## src/rtl/fnd_pkg.sv

```systemverilog
// Shared constants and types for the multiplexed six-digit seven-segment scan driver.
package fnd_pkg;

  localparam int NUM_DIGITS = 6;

  localparam logic [6:0] SEG_OFF = 7'h7F;
  localparam logic [5:0] AN_OFF  = 6'h3F;

  // Active-low segment codes, bit order {g,f,e,d,c,b,a}.
  localparam logic [6:0] SEG_0 = 7'h40;
  localparam logic [6:0] SEG_1 = 7'h79;
  localparam logic [6:0] SEG_2 = 7'h24;
  localparam logic [6:0] SEG_3 = 7'h30;
  localparam logic [6:0] SEG_4 = 7'h19;
  localparam logic [6:0] SEG_5 = 7'h12;
  localparam logic [6:0] SEG_6 = 7'h02;
  localparam logic [6:0] SEG_7 = 7'h78;
  localparam logic [6:0] SEG_8 = 7'h00;
  localparam logic [6:0] SEG_9 = 7'h10;

  typedef enum logic {
    ST_BLANK = 1'b0,
    ST_DRIVE = 1'b1
  } slot_state_e;

endpackage

```

## src/rtl/bcd_to_seg7.sv

```systemverilog
// Combinational BCD to active-low seven-segment decoder; non-decimal codes blank the digit.
module bcd_to_seg7
  import fnd_pkg::*;
(
  input  logic [3:0] bcd_i,
  output logic [6:0] seg_o
);

  // Map each BCD digit to its segment pattern.
  always_comb begin
    seg_o = SEG_OFF;
    case (bcd_i)
      4'd0:    seg_o = SEG_0;
      4'd1:    seg_o = SEG_1;
      4'd2:    seg_o = SEG_2;
      4'd3:    seg_o = SEG_3;
      4'd4:    seg_o = SEG_4;
      4'd5:    seg_o = SEG_5;
      4'd6:    seg_o = SEG_6;
      4'd7:    seg_o = SEG_7;
      4'd8:    seg_o = SEG_8;
      4'd9:    seg_o = SEG_9;
      default: seg_o = SEG_OFF;
    endcase
  end

endmodule

```

## src/rtl/fnd_scan_driver.sv

```systemverilog
// Six-digit multiplexed FND scanner with per-frame snapshot and per-slot blanking gap.
// Define FND_LZB_EN to enable leading-zero blanking on digits 5, 4 and 3.
module fnd_scan_driver
  import fnd_pkg::*;
#(
  parameter logic [18:0] SCAN_DIV     = 19'd49_999,
  parameter logic [18:0] BLANK_CYCLES = 19'd500,
  parameter logic [5:0]  DP_MASK      = 6'b010100
) (
  input  logic       clk,
  input  logic       reset,
  input  logic [3:0] bcd0,
  input  logic [3:0] bcd1,
  input  logic [3:0] bcd2,
  input  logic [3:0] bcd3,
  input  logic [3:0] bcd4,
  input  logic [3:0] bcd5,
  output logic [6:0] seg,
  output logic       dp,
  output logic [5:0] an
);

  logic [18:0] cnt_q, cnt_d;
  logic [2:0]  idx_q, idx_d;
  logic [3:0]  snap_q [NUM_DIGITS];
  logic [3:0]  bcd_s  [NUM_DIGITS];
  logic        slot_end_s, capture_s;
  slot_state_e state_s;
  logic [3:0]  digit_s;
  logic [5:0]  an_sel_s;
  logic        dp_sel_s;
  logic        lzb_blank_s;
  logic [6:0]  seg_dec_s;
  logic [6:0]  seg_q, seg_d;
  logic        dp_q, dp_d;
  logic [5:0]  an_q, an_d;

  assign bcd_s[0] = bcd0;
  assign bcd_s[1] = bcd1;
  assign bcd_s[2] = bcd2;
  assign bcd_s[3] = bcd3;
  assign bcd_s[4] = bcd4;
  assign bcd_s[5] = bcd5;

  // Prescaler, slot sequencing and blank/drive phase of the current slot.
  always_comb begin
    slot_end_s = (cnt_q == SCAN_DIV);
    capture_s  = slot_end_s && (idx_q == 3'd5);
    cnt_d      = cnt_q + 19'd1;
    idx_d      = idx_q;
    if (slot_end_s) begin
      cnt_d = 19'd0;
      idx_d = (idx_q == 3'd5) ? 3'd0 : idx_q + 3'd1;
    end else begin
      cnt_d = cnt_q + 19'd1;
    end
    state_s = (cnt_q < BLANK_CYCLES) ? ST_BLANK : ST_DRIVE;
  end

  // Select the snapshot digit, enable pattern and decimal-point bit for the active slot.
  always_comb begin
    digit_s  = 4'd0;
    an_sel_s = AN_OFF;
    dp_sel_s = 1'b0;
    case (idx_q)
      3'd0: begin digit_s = snap_q[0]; an_sel_s = 6'b111110; dp_sel_s = DP_MASK[0]; end
      3'd1: begin digit_s = snap_q[1]; an_sel_s = 6'b111101; dp_sel_s = DP_MASK[1]; end
      3'd2: begin digit_s = snap_q[2]; an_sel_s = 6'b111011; dp_sel_s = DP_MASK[2]; end
      3'd3: begin digit_s = snap_q[3]; an_sel_s = 6'b110111; dp_sel_s = DP_MASK[3]; end
      3'd4: begin digit_s = snap_q[4]; an_sel_s = 6'b101111; dp_sel_s = DP_MASK[4]; end
      3'd5: begin digit_s = snap_q[5]; an_sel_s = 6'b011111; dp_sel_s = DP_MASK[5]; end
      default: begin digit_s = 4'd0; an_sel_s = AN_OFF; dp_sel_s = 1'b0; end
    endcase
  end

`ifdef FND_LZB_EN
  logic zero5_s, zero4_s, zero3_s;

  // A high digit is blanked only while it and every digit above it are zero.
  always_comb begin
    zero5_s     = (snap_q[5] == 4'd0);
    zero4_s     = zero5_s && (snap_q[4] == 4'd0);
    zero3_s     = zero4_s && (snap_q[3] == 4'd0);
    lzb_blank_s = 1'b0;
    case (idx_q)
      3'd3:    lzb_blank_s = zero3_s;
      3'd4:    lzb_blank_s = zero4_s;
      3'd5:    lzb_blank_s = zero5_s;
      default: lzb_blank_s = 1'b0;
    endcase
  end
`else
  assign lzb_blank_s = 1'b0;
`endif

  bcd_to_seg7 u_dec (
    .bcd_i (digit_s),
    .seg_o (seg_dec_s)
  );

  // Next pin values; the enable stays scanned even when the digit itself is blanked.
  always_comb begin
    seg_d = SEG_OFF;
    dp_d  = 1'b1;
    an_d  = AN_OFF;
    case (state_s)
      ST_DRIVE: begin
        an_d = an_sel_s;
        if (lzb_blank_s) begin
          seg_d = SEG_OFF;
          dp_d  = 1'b1;
        end else begin
          seg_d = seg_dec_s;
          dp_d  = ~dp_sel_s;
        end
      end
      default: begin
        seg_d = SEG_OFF;
        dp_d  = 1'b1;
        an_d  = AN_OFF;
      end
    endcase
  end

  // Counter, slot index and output pin registers.
  always_ff @(posedge clk or negedge reset) begin
    if (!reset) begin
      cnt_q <= 19'd0;
      idx_q <= 3'd0;
      seg_q <= SEG_OFF;
      dp_q  <= 1'b1;
      an_q  <= AN_OFF;
    end else begin
      cnt_q <= cnt_d;
      idx_q <= idx_d;
      seg_q <= seg_d;
      dp_q  <= dp_d;
      an_q  <= an_d;
    end
  end

  // Frame snapshot, taken on the last clock of slot 5 so one frame shows one coherent value.
  always_ff @(posedge clk or negedge reset) begin
    if (!reset) begin
      for (int i = 0; i < NUM_DIGITS; i++) snap_q[i] <= 4'd0;
    end else if (capture_s) begin
      for (int i = 0; i < NUM_DIGITS; i++) snap_q[i] <= bcd_s[i];
    end
  end

  assign seg = seg_q;
  assign dp  = dp_q;
  assign an  = an_q;

endmodule

```

## config.mk

```make
export PLATFORM = sky130hd
export DESIGN_NAME = fnd_scan_driver
export DESIGN_NICKNAME = d
export VERILOG_FILES = /design/src/rtl/fnd_pkg.sv /design/src/rtl/bcd_to_seg7.sv /design/src/rtl/fnd_scan_driver.sv
export SDC_FILE = /design/constraint.sdc
export NUM_CORES = 1
export LEC_CHECK = 0
export ABC_AREA = 1
export CAP_MARGIN = 20
export CORE_MARGIN = 2
export CORE_UTILIZATION = 55
export DETAILED_ROUTE_END_ITERATION = 7
export GPL_ROUTABILITY_DRIVEN = 0
export HOLD_SLACK_MARGIN = 0.15
export MAX_ROUTING_LAYER = met4
export PLACE_DENSITY = 0.79
export SYNTH_ARGS = -nofsm -noshare
export SYNTH_HDL_FRONTEND = slang
export SYNTH_SLANG_ARGS = --single-unit
```

## constraint.sdc

```tcl
create_clock -name clk -period 2.75 [get_ports clk]
set_input_delay 0.275 -clock clk [delete_from_list [all_inputs] [get_ports clk]]
set_output_delay 0.275 -clock clk [all_outputs]
set_load 0.05 [all_outputs]
```

Word level (Yosys, flattened, before mapping)
Memories as Yosys holds them, arrays and structs flattened.
Cells that the tools add are included.
{"block": "op_classes", "add_sub_neg": 2, "multipliers": 0, "div": 0, "order_cmp": 1, "n_eq_ne": 6, "shift": 0, "n_mux": 8, "bitwise": 1, "reduce_logical": 3}
{"cell": "case mux 6 bit (6 select lines)", "n": 1}
{"cell": "case mux 4 bit (6 select lines)", "n": 1}
{"cell": "adder 19 x 1 -> 19 bit (second input constant)", "n": 1}
{"cell": "== test 19 x 16 -> 1 bit (second input constant)", "n": 1}
{"cell": "< comparator 19 x 9 -> 1 bit (second input constant)", "n": 1}
{"cell": "two-way mux 19 bit", "n": 1}
{"cell": "two-way mux 7 bit", "n": 1}
{"cell": "== test 3 x 2 -> 1 bit (second input constant)", "n": 2}
{"cell": "== test 3 bit (second input constant)", "n": 2}
{"cell": "two-way mux 6 bit", "n": 1}
{"cell": "adder 3 x 1 -> 3 bit (second input constant)", "n": 1}
{"cell": "== test 3 x 1 -> 1 bit (second input constant)", "n": 1}
{"cell": "zero test 3 bit", "n": 1}
{"cell": "two-way mux 3 bit", "n": 1}
{"cell": "two-way mux 1 bit", "n": 2}
{"cell": "OR reduction 2 bit", "n": 1}
{"cell": "logical AND 1 bit", "n": 1}
{"cell": "NOT 1 bit", "n": 1}
{"block": "totals", "regBits": 60, "latchBits": 0, "mem_bits_rw": 0, "romBits": 112, "input_bits": 26, "output_inout_bits": 14, "word_cells": 33, "n_memories": 1}
{"name": "(name not given)", "words": 16, "word_bits": 7, "rd": 1, "rd_ports_with_merged_regs": 0, "wr": 0, "line_no": "bcd_to_seg7.sv:12", "rtl": "case (bcd_i)"}

Depth between registers and ports, before layout
Gate-level depths: netlist (run 1).
{"block": "depth", "ltp_word": 5, "mapped_depth": 15, "mapped_depth_nobuf": 14}

By module
A second synthesis (run 1) with hierarchy kept.
{"block": "unflattened", "hier_cells": 425, "hier_area_um2": 3229.3}
{"mod": "fnd_scan_driver", "instances": 1, "cells_each": 390, "area_per_inst_um2": 3041.7}
{"mod": "bcd_to_seg7", "instances": 1, "cells_each": 35, "area_per_inst_um2": 187.7}

Worst setup path after synthesis (run 1)
No wires, ideal clock.
{"block": "synth_timing", "kind": "reg-to-reg", "start": "reg idx_q[0]", "end": "reg seg_q[3] (netlist: seg[3])", "setup_ns": 0.083, "arrival_ns": 1.971, "t_required_ns": 2.667, "setup_slack_ns": 0.696, "path_stages_with_launch": 13, "n_path_buf": 2, "period_less_slack_ns": 2.054, "cell_sequence": "dfrtp_1 > buf_4 > nand2_1 > inv_1 > ha_1 > or2_1 > buf_2 > nand2_1 > inv_1 > ha_1 > nand3b_1 > nand3_1 > nand2_1"}
{"block": "synth_between", "elab_chain_len": 4, "elab_cells_between_ends": 9, "cone_classes": "eq/ne: 5; mux: 2; reduce/logical: 1; memory: 1"}
{"item": "start, declared", "line_no": "fnd_scan_driver.sv:24", "rtl": "logic [2:0] idx_q, idx_d;"}
{"item": "start signal, assigned", "line_no": "fnd_scan_driver.sv:135", "rtl": "idx_q <= idx_d;"}
{"item": "== test 3 bit (tied with other cells)", "line_no": "fnd_scan_driver.sv:65", "rtl": "case (idx_q)"}
{"item": "case mux 4 bit (6 select lines) *", "line_no": "fnd_scan_driver.sv:65"}
{"item": "memory (16 x 7 bit) *"}
{"item": "two-way mux 7 bit *", "line_no": "fnd_scan_driver.sv:106", "rtl": "case (state_s)"}
{"item": "named net seg_d[3]", "line_no": "fnd_scan_driver.sv:34", "rtl": "logic [6:0] seg_q, seg_d;"}
{"item": "end signal, assigned", "line_no": "fnd_scan_driver.sv:136", "rtl": "seg_q <= seg_d;"}
{"item": "end, declared", "line_no": "fnd_scan_driver.sv:34"}
Mark *: on every way through the listed nets, which the timed path passes. The rest lies on a longest branch.
A chain may end at the register's enable or synchronous reset.

Worst setup path after layout (run 1)
{"block": "layout_timing", "start": "reg idx_q[2]", "end": "reg seg_q[3] (netlist: seg[3])"}
The elaborated chain is that of the path after synthesis.

==> results of run 1 <==
==> critical path: cells and delay by family (launching register included) <==
kind | cells | cell delay [ns]
flops | 1 | 0.60
buf+inv | 2 | 0.29
fa+ha+maj | 2 | 0.55
simple gates | 5 | 0.89
==> placed cells by master, fill, tap and decap left out, types with 9 or more instances in the layout <==
cell type        count
nand3_1             27
nand2_1            143
dfrtp_1             46
dfstp_2             14
nor2_1              31
clkbuf_8            10
nand4_1             10
clkdlybuf4s50_1     38
inv_1               39
xor2_1               9
==> cell usage after synthesis (2+ instances only) <==
library cell,instances
nor2_2,2
buf_4,2
buf_6,5
o211ai_1,3
nor3_1,8
dfstp_2,14
dfrtp_1,46
inv_1,39
a21oi_1,6
nand2_1,143
o21ai_0,4
nand3_1,27
ha_1,8
xor2_1,9
nand3b_1,5
nor2_1,31
nand4_1,10
nand2_2,3
inv_2,7
==> cell type report <==
cell class	instances	area (um^2)
Fill cell	480	1770
Inverter	47	179
Sequential cell	60	1520
Clock inverter	2	35.0
Clock buffer	14	153
Timing Repair Buffer	41	403
Tap cell	72	90.1
Multi-Input combinational cell	269	1320
==> power by group <==
part / switching [W] / total, W / internal [W] / leakage (nW)
logic: 0.0000207 / 0.0000524 / 0.0000316 / 1.11
registers: 0 / 0.000884 / 0.000884 / 0.650
clock network: 0.000333 / 0.000777 / 0.000443 / 0.0947
==> state kept, by name (all words and copies together) (netlist names) <==
signal  cells
an          6
cnt_q      19
dp          1
idx_q       3
seg         7
snap_q     24
==> final timing paths <==
kind / from / end / slack, ns
setup / recovery: idx_q[2] / seg[3] / 0.35
hold / removal: bcd5[1] / snap_q[1] / 0.45
setup reg to reg: idx_q[2] / seg[3] / 0.35
hold reg to reg: cnt_q[0] / cnt_q[0] / 0.47
max in group asynchronous: reset / snap_q[9] / 1.38
min in group asynchronous: reset / cnt_q[12] / 0.56
==> stage by stage <==
step	total power, W	setup WS [ns]	hold WS (ns)
6_report	0.00171	0.349	0.453
2_1_floorplan	0.000899	0.696	-0.0206
3_5_place_dp	0.000952	0.361	0.428
5_1_grt	0.00176	0.0953	0.470
4_1_cts	0.00172	0.358	0.455
3_3_place_gp	0.000951	0.461	0.412
==> cells by family (layout without fill, tap and decap cells) <==
family	after synthesis	in the layout	synth area share
adders and majority gates	8	8	0.0323
AOI/OAI and AO/OA	16	16	0.0323
and+or+nand+nor	236	236	0.337
DFF	60	60	0.491
xor gates and xnor gates	9	9	0.0255
buffers and inverters	55	104	0.0825
==> metal layers <==
layer  vias to the layer above  share of wire
met3                        20          0.048
met4                         0          0.033
met2                        80           0.47
met5                         -              0
met1                      1196           0.45
li1                       1292              -
==> metrics.md, run 1 <==
| Metric | Value |
|---|---|
| Outcome | `finished, final reports clean` |
| # DRC | `0` |
| Post-Route Utilization | `0.676` |
| 1st-iter DRT viols | `180` |
| Synth area leader | `dfrtp_1` |
| Cts bufs inserted | `9` |
| Global Route met2 Usage | `0.355` |
| Final HPWL DP | `4.50 mm` |
| Sink Count | `60` |
| CP arrival | `2.67 ns` |
| Max-Cap Viols | `0` |
| Dpl cell area | `0.00350 mm^2` |
| Lkg Pwr | `approximately 1.9 nW` |
| Max FO, Critical Path | `15` |
| Pre-antenna DRT Iters | `4` |
| Syn nets | `418` |
| PwrDens | `463 mW/mm^2` |
| Clk Latency, worst-skew pair | `between 0.3 and 0.4 ns` |
| Ys Warns | `0` |
| GRT overflow | `0` |
| Die width | `79.0 um` |
| Finished Layout Cells | `505` |
| Clk_skew | `between 0.01 and 0.015 ns` |
| Clock Tree Root | `clkbuf_8` |
| Fin nets | `~460` |
| First-pass GRT wire length | `10.8 mm` |
| Worst-path clk slew | `0.07 ns` |
| Setup CP Type | `reg2reg` |
| Syn_area_per_cell | `8.06 um^2` |
| IO Port Bufs | `39` |
| Fmax | `approximately 420 MHz` |
| Vias in the first global route | `2,497` |
| Fin crit period | `2.40 ns` |
| FFs w/ async S/R, synth | `1.00` |
| IO Pins | `40` |
| Diode count | `0` |
| CTS H-tree depth | `3` |
| Cell depth of the worst hold path | `3` |
| DRT antenna net count | `0` |
| Cell count after synthesis | `384` |
| Initial Util | `0.566` |
| Busiest grt layer | `met2` |
| Final Setup Violations | `0` |
| Synthesized cell area | `between 0.003 and 0.004 mm^2` |
| Slew Limit Headroom | `0.434` |
| CP max stage delay | `0.60 ns` |
| Wire length per cell | `12.3 um` |
| Crit end category | `flip-flop` |
| Met1 Use GR | `0.284` |
| Maximum vdd drop | `0.379 mV` |
| WL final | `6.23 mm` |
| Post-CTS setup buffer count | `0` |
| Layout cell share with drive strength beyond 1 | `0.109` |
| Clk buf depth | `2` |
| Fin. Hold Viols | `0` |
| Tot GR Track Use | `0.231` |
| Post-synthesis sequential area ratio | `0.491` |
| Final setup TNS | `0 ns` |
| Die Y | `about 79 um` |
| Die ar. | `0.00624 mm^2` |
| Slew Viols, Final | `0` |
| Via count | `2,588` |
| Cell count of the worst reg-to-reg path | `9` |
| CP max-delay cell | `dfrtp_1` |
| Vias/cell | `5.12` |
| HP Class | `in2reg` |
| Post-synth EDFFs | `0` |
| Dominant cells by area after synthesis | `dfrtp_1 (37%), nand2_1 (17%), dfstp_2 (12%)` |
| Top-area cell type share of the netlist area | `0.372` |
| Placed Cells | `between 400 and 500` |
| Critical Path, Cell by Cell | `inv_1 -> ha_1 -> or2_1 -> nand2_1 -> inv_1 -> ha_1 -> nand3b_1 -> nand3_1 -> nand2_1` |
| CP Launch Type | `flip-flop` |
| Largest net degree at the start of global routing | `40` |
| Post-CTS sizing | `0` |
| Core box area | `0.00547 mm^2` |
| Met3 usage | `0.0545` |
| CTS tree | `done` |
| Primary FF master, synth | `dfrtp_1` |
| Critical Path RT | `around 3.0 ns` |
| Design Area, Final | `0.00370 mm^2` |
| Initial antenna violation count | `0` |
| #FFs+latches synth | `60` |
| Num rows | `27` |
| Area Growth Syn to Fin | `19.5%` |
| Worst Max-Slew Pin Slew | `about 0.85 ns` |
| Synth unique cells | `31` |
| Hold-fix buffers, CTS | `1` |
| Final period utilization | `0.873` |
| RSZ-0062 raised after global routing | `false` |
Power figures use the tool's default switching activity.
==> inputs of run 2 (changes only) <==
--- a/config.mk
+++ b/config.mk
@@ -7,13 +7,13 @@
 export LEC_CHECK = 0
 export ABC_AREA = 1
 export CAP_MARGIN = 20
-export CORE_MARGIN = 2
+export CORE_MARGIN = 8
 export CORE_UTILIZATION = 55
 export DETAILED_ROUTE_END_ITERATION = 7
 export GPL_ROUTABILITY_DRIVEN = 0
 export HOLD_SLACK_MARGIN = 0.15
 export MAX_ROUTING_LAYER = met4
-export PLACE_DENSITY = 0.79
+export PLACE_DENSITY = 0.85
 export SYNTH_ARGS = -nofsm -noshare
 export SYNTH_HDL_FRONTEND = slang
 export SYNTH_SLANG_ARGS = --single-unit
==> run 2 against run 1 <==
Compared with the run above: power grew 7.6%; cell count up 0.20%; non-clock buffer count is 1 higher.
==> metrics.md, run 2 (synthesis results as in run 1) <==
| Metric | Value |
|---|---|
| Fin. Hold Viols | `0 (unchanged)` |
| Largest net degree at the start of global routing | `32 (-20%)` |
| DRT antenna net count | `0 (unchanged)` |
| Final HPWL DP | `4.78 mm (+6.3%)` |
| First-pass GRT wire length | `11.1 mm (+3.1%)` |
| Final period utilization | `0.819 (-0.0544)` |
| # DRC | `0 (unchanged)` |
| Layout fillers | `463 (-3.5%)` |
| Setup ws final | `0.499 ns (+0.150 ns)` |
| Crit end category | `flip-flop` |
| Setup CP Type | `reg2reg` |
| HP Class | `reg2reg` |
| Clk buf depth | `2 (unchanged)` |
| Commonest cells after routing, fill and taps aside | `nand2_1 (143), dfrtp_1 (46), inv_1 (39)` |
| Cts bufs inserted | `9 (unchanged)` |
| CP Launch Type | `flip-flop` |
| Worst Max-Slew Pin Slew | `0.653 ns (-0.196 ns)` |
| Maximum vdd drop | `0.402 mV (+6.0%)` |
| Max FO, Critical Path | `15 (unchanged)` |
| Final setup TNS | `0 ns (unchanged)` |
| Max reg flops | `24 (unchanged)` |
| Final Setup Violations | `0 (unchanged)` |
| Pre-antenna DRT Iters | `5 (+1)` |
| Core box area | `0.00547 mm^2 (unchanged)` |
| Sink Count | `60 (unchanged)` |
| Vias/cell | `5.05 (-1.5%)` |
| RSZ-0062 raised after global routing | `false` |
| Die Y | `91.0 um (+15%)` |
| FF+latch area | `0.00152 mm^2 (unchanged)` |
| Post-CTS sizing | `0 (unchanged)` |
| Die ar. | `0.00828 mm^2 (+33%)` |
| Clock Tree Root | `clkbuf_8` |
| CTS H-tree depth | `3 (unchanged)` |
| GRT overflow | `0 (unchanged)` |
| CP max stage delay | `0.36 ns (-0.24 ns)` |
| WL final | `6.37 mm (+2.3%)` |
| Multi-input gate area | `0.00132 mm^2 (unchanged)` |
| Num rows | `27 (unchanged)` |
| Tot GR Track Use | `0.167 (-0.0642)` |
| Diode count | `0 (unchanged)` |
| Max-Cap Viols | `0 (unchanged)` |
| Vias in the first global route | `2,523 (+1.0%)` |
| Slew Limit Headroom | `0.565 (+0.131)` |
| Design Power | `0.00184 W (+7.6%)` |
| Worst-path clk slew | `0.06 ns (about the same)` |
| 1st-iter DRT viols | `177 (-1.7%)` |
| CTS tree | `done` |
| Outcome | `finished, final reports clean` |
| Biggest register | `snap_q` |
| Clk Latency, worst-skew pair | `0.33 ns (-0.02 ns)` |
| IO Port Bufs | `39 (unchanged)` |
| CP arrival | `2.51 ns (-0.16 ns)` |
| IO Pins | `40 (unchanged)` |
| Slew Viols, Final | `0 (unchanged)` |
| Via count | `2,555 (-1.3%)` |
| Commonest non-fill, non-tap cell in the layout | `nand2_1` |
| Fin nets | `463 (+0.22%)` |
| Post-CTS setup buffer count | `0 (unchanged)` |
| Initial antenna violation count | `0 (unchanged)` |
| Clk_skew | `0.00525 ns (-0.00496 ns)` |
| Fin crit period | `2.25 ns (-0.150 ns)` |
| CP max-delay cell | `or2_1` |
| Fmax | `444 MHz (+6.6%)` |
| Critical Path RT | `3.01 ns (about the same)` |
| PwrDens | `491 mW/mm^2 (+6.0%)` |
| Lkg Pwr | `1.89 nW (+1.8%)` |
| Wire length per cell | `12.6 um (+2.1%)` |
| Layout cell share with drive strength beyond 1 | `0.120 (+0.0113)` |
| Placed Cells | `489 (+0.20%)` |
| Pre-CTS WS | `0.510 ns (+0.148 ns)` |
| Initial Util | `0.566 (unchanged)` |
| Die width | `91.0 um (+15%)` |
| Finished Layout Cells | `506 (+0.20%)` |
| Area Growth Syn to Fin | `21.3%` |
| Critical Path, Cell by Cell | `buf_4 -> inv_1 -> ha_1 -> or2_1 -> nand2_1 -> inv_1 -> ha_1 -> nand3b_1 -> nand3_1 -> nand2_1` |
## run 2: cell types whose count changed in the layout (fill, tap and decap cells not counted), sizes merged
cell,previous run,this run
bufinv,1,2
clkinv,1,2
buf,2,3
clkbuf,14,12
## run 2: cell type report
type | count | share of cell area
inverter | 47 | 0.0477
clock inverter | 4 | 0.0187
clock buffer | 12 | 0.0440
sequential | 60 | 0.405
tap | 72 | 0.0240
timing repair buffer | 42 | 0.109
multi-input combinational | 269 | 0.352
## run 2: what timing repair did
item	4_1_cts	5_1_grt
hold buffers	1	0
hold endpoints to repair	17	0
endpoints found under the setup margin	0	0
## run 2: report_power, final
group          internal [W]  switching (W)
clock              0.000581       0.000326
combinational     0.0000316      0.0000207
sequential         0.000884              0
total               0.00150       0.000347
## run 2: final timing paths
| kind | startpoint | endpoint | slack (ns) | cells after the start |
|---|---|---|---|---|
| max in group asynchronous | reset | an[5] | 1.37 | 3 |
| worst max register to register | idx_q[2] | seg[3] | 0.50 | 10 |
| worst max-delay path | idx_q[2] | seg[3] | 0.50 | 10 |
| worst min register to register | cnt_q[0] | cnt_q[0] | 0.47 | 1 |
| worst min-delay path | cnt_q[0] | cnt_q[0] | 0.47 | 1 |
| min in group asynchronous | reset | cnt_q[12] | 0.51 | 2 |
## run 2: critical path: cells and delay by family (launching register included)
family,cells,cell delay (ns)
buffers and inverters,3,0.43
AND/OR/NAND/NOR,5,0.89
flip-flops,1,0.33
adder cells (fa/ha/maj),2,0.52
## run 2: stage by stage
| step | util | hold WS [ns] | cell area (um^2) |
|---|---|---|---|
| floorplan | - | -0.0206 | 3100 |
| global route | 0.686 | 0.483 | 3750 |
| finish | 0.686 | 0.472 | 3750 |
| CTS | 0.686 | 0.465 | 3750 |
| global placement | 0.641 | 0.329 | 3510 |
| detailed placement | 0.641 | 0.339 | 3510 |
## run 2: routing by layer
| metal | global-route usage | vias up | wire length (um) |
|---|---|---|---|
| li1 | - | 1301 | - |
| met1 | 0.205 | 1158 | 2960 |
| met2 | 0.250 | 84 | 2920 |
| met3 | 0.0379 | 12 | 345 |
| met4 | 0.0887 | 0 | 143 |
| met5 | - | - | 0 |
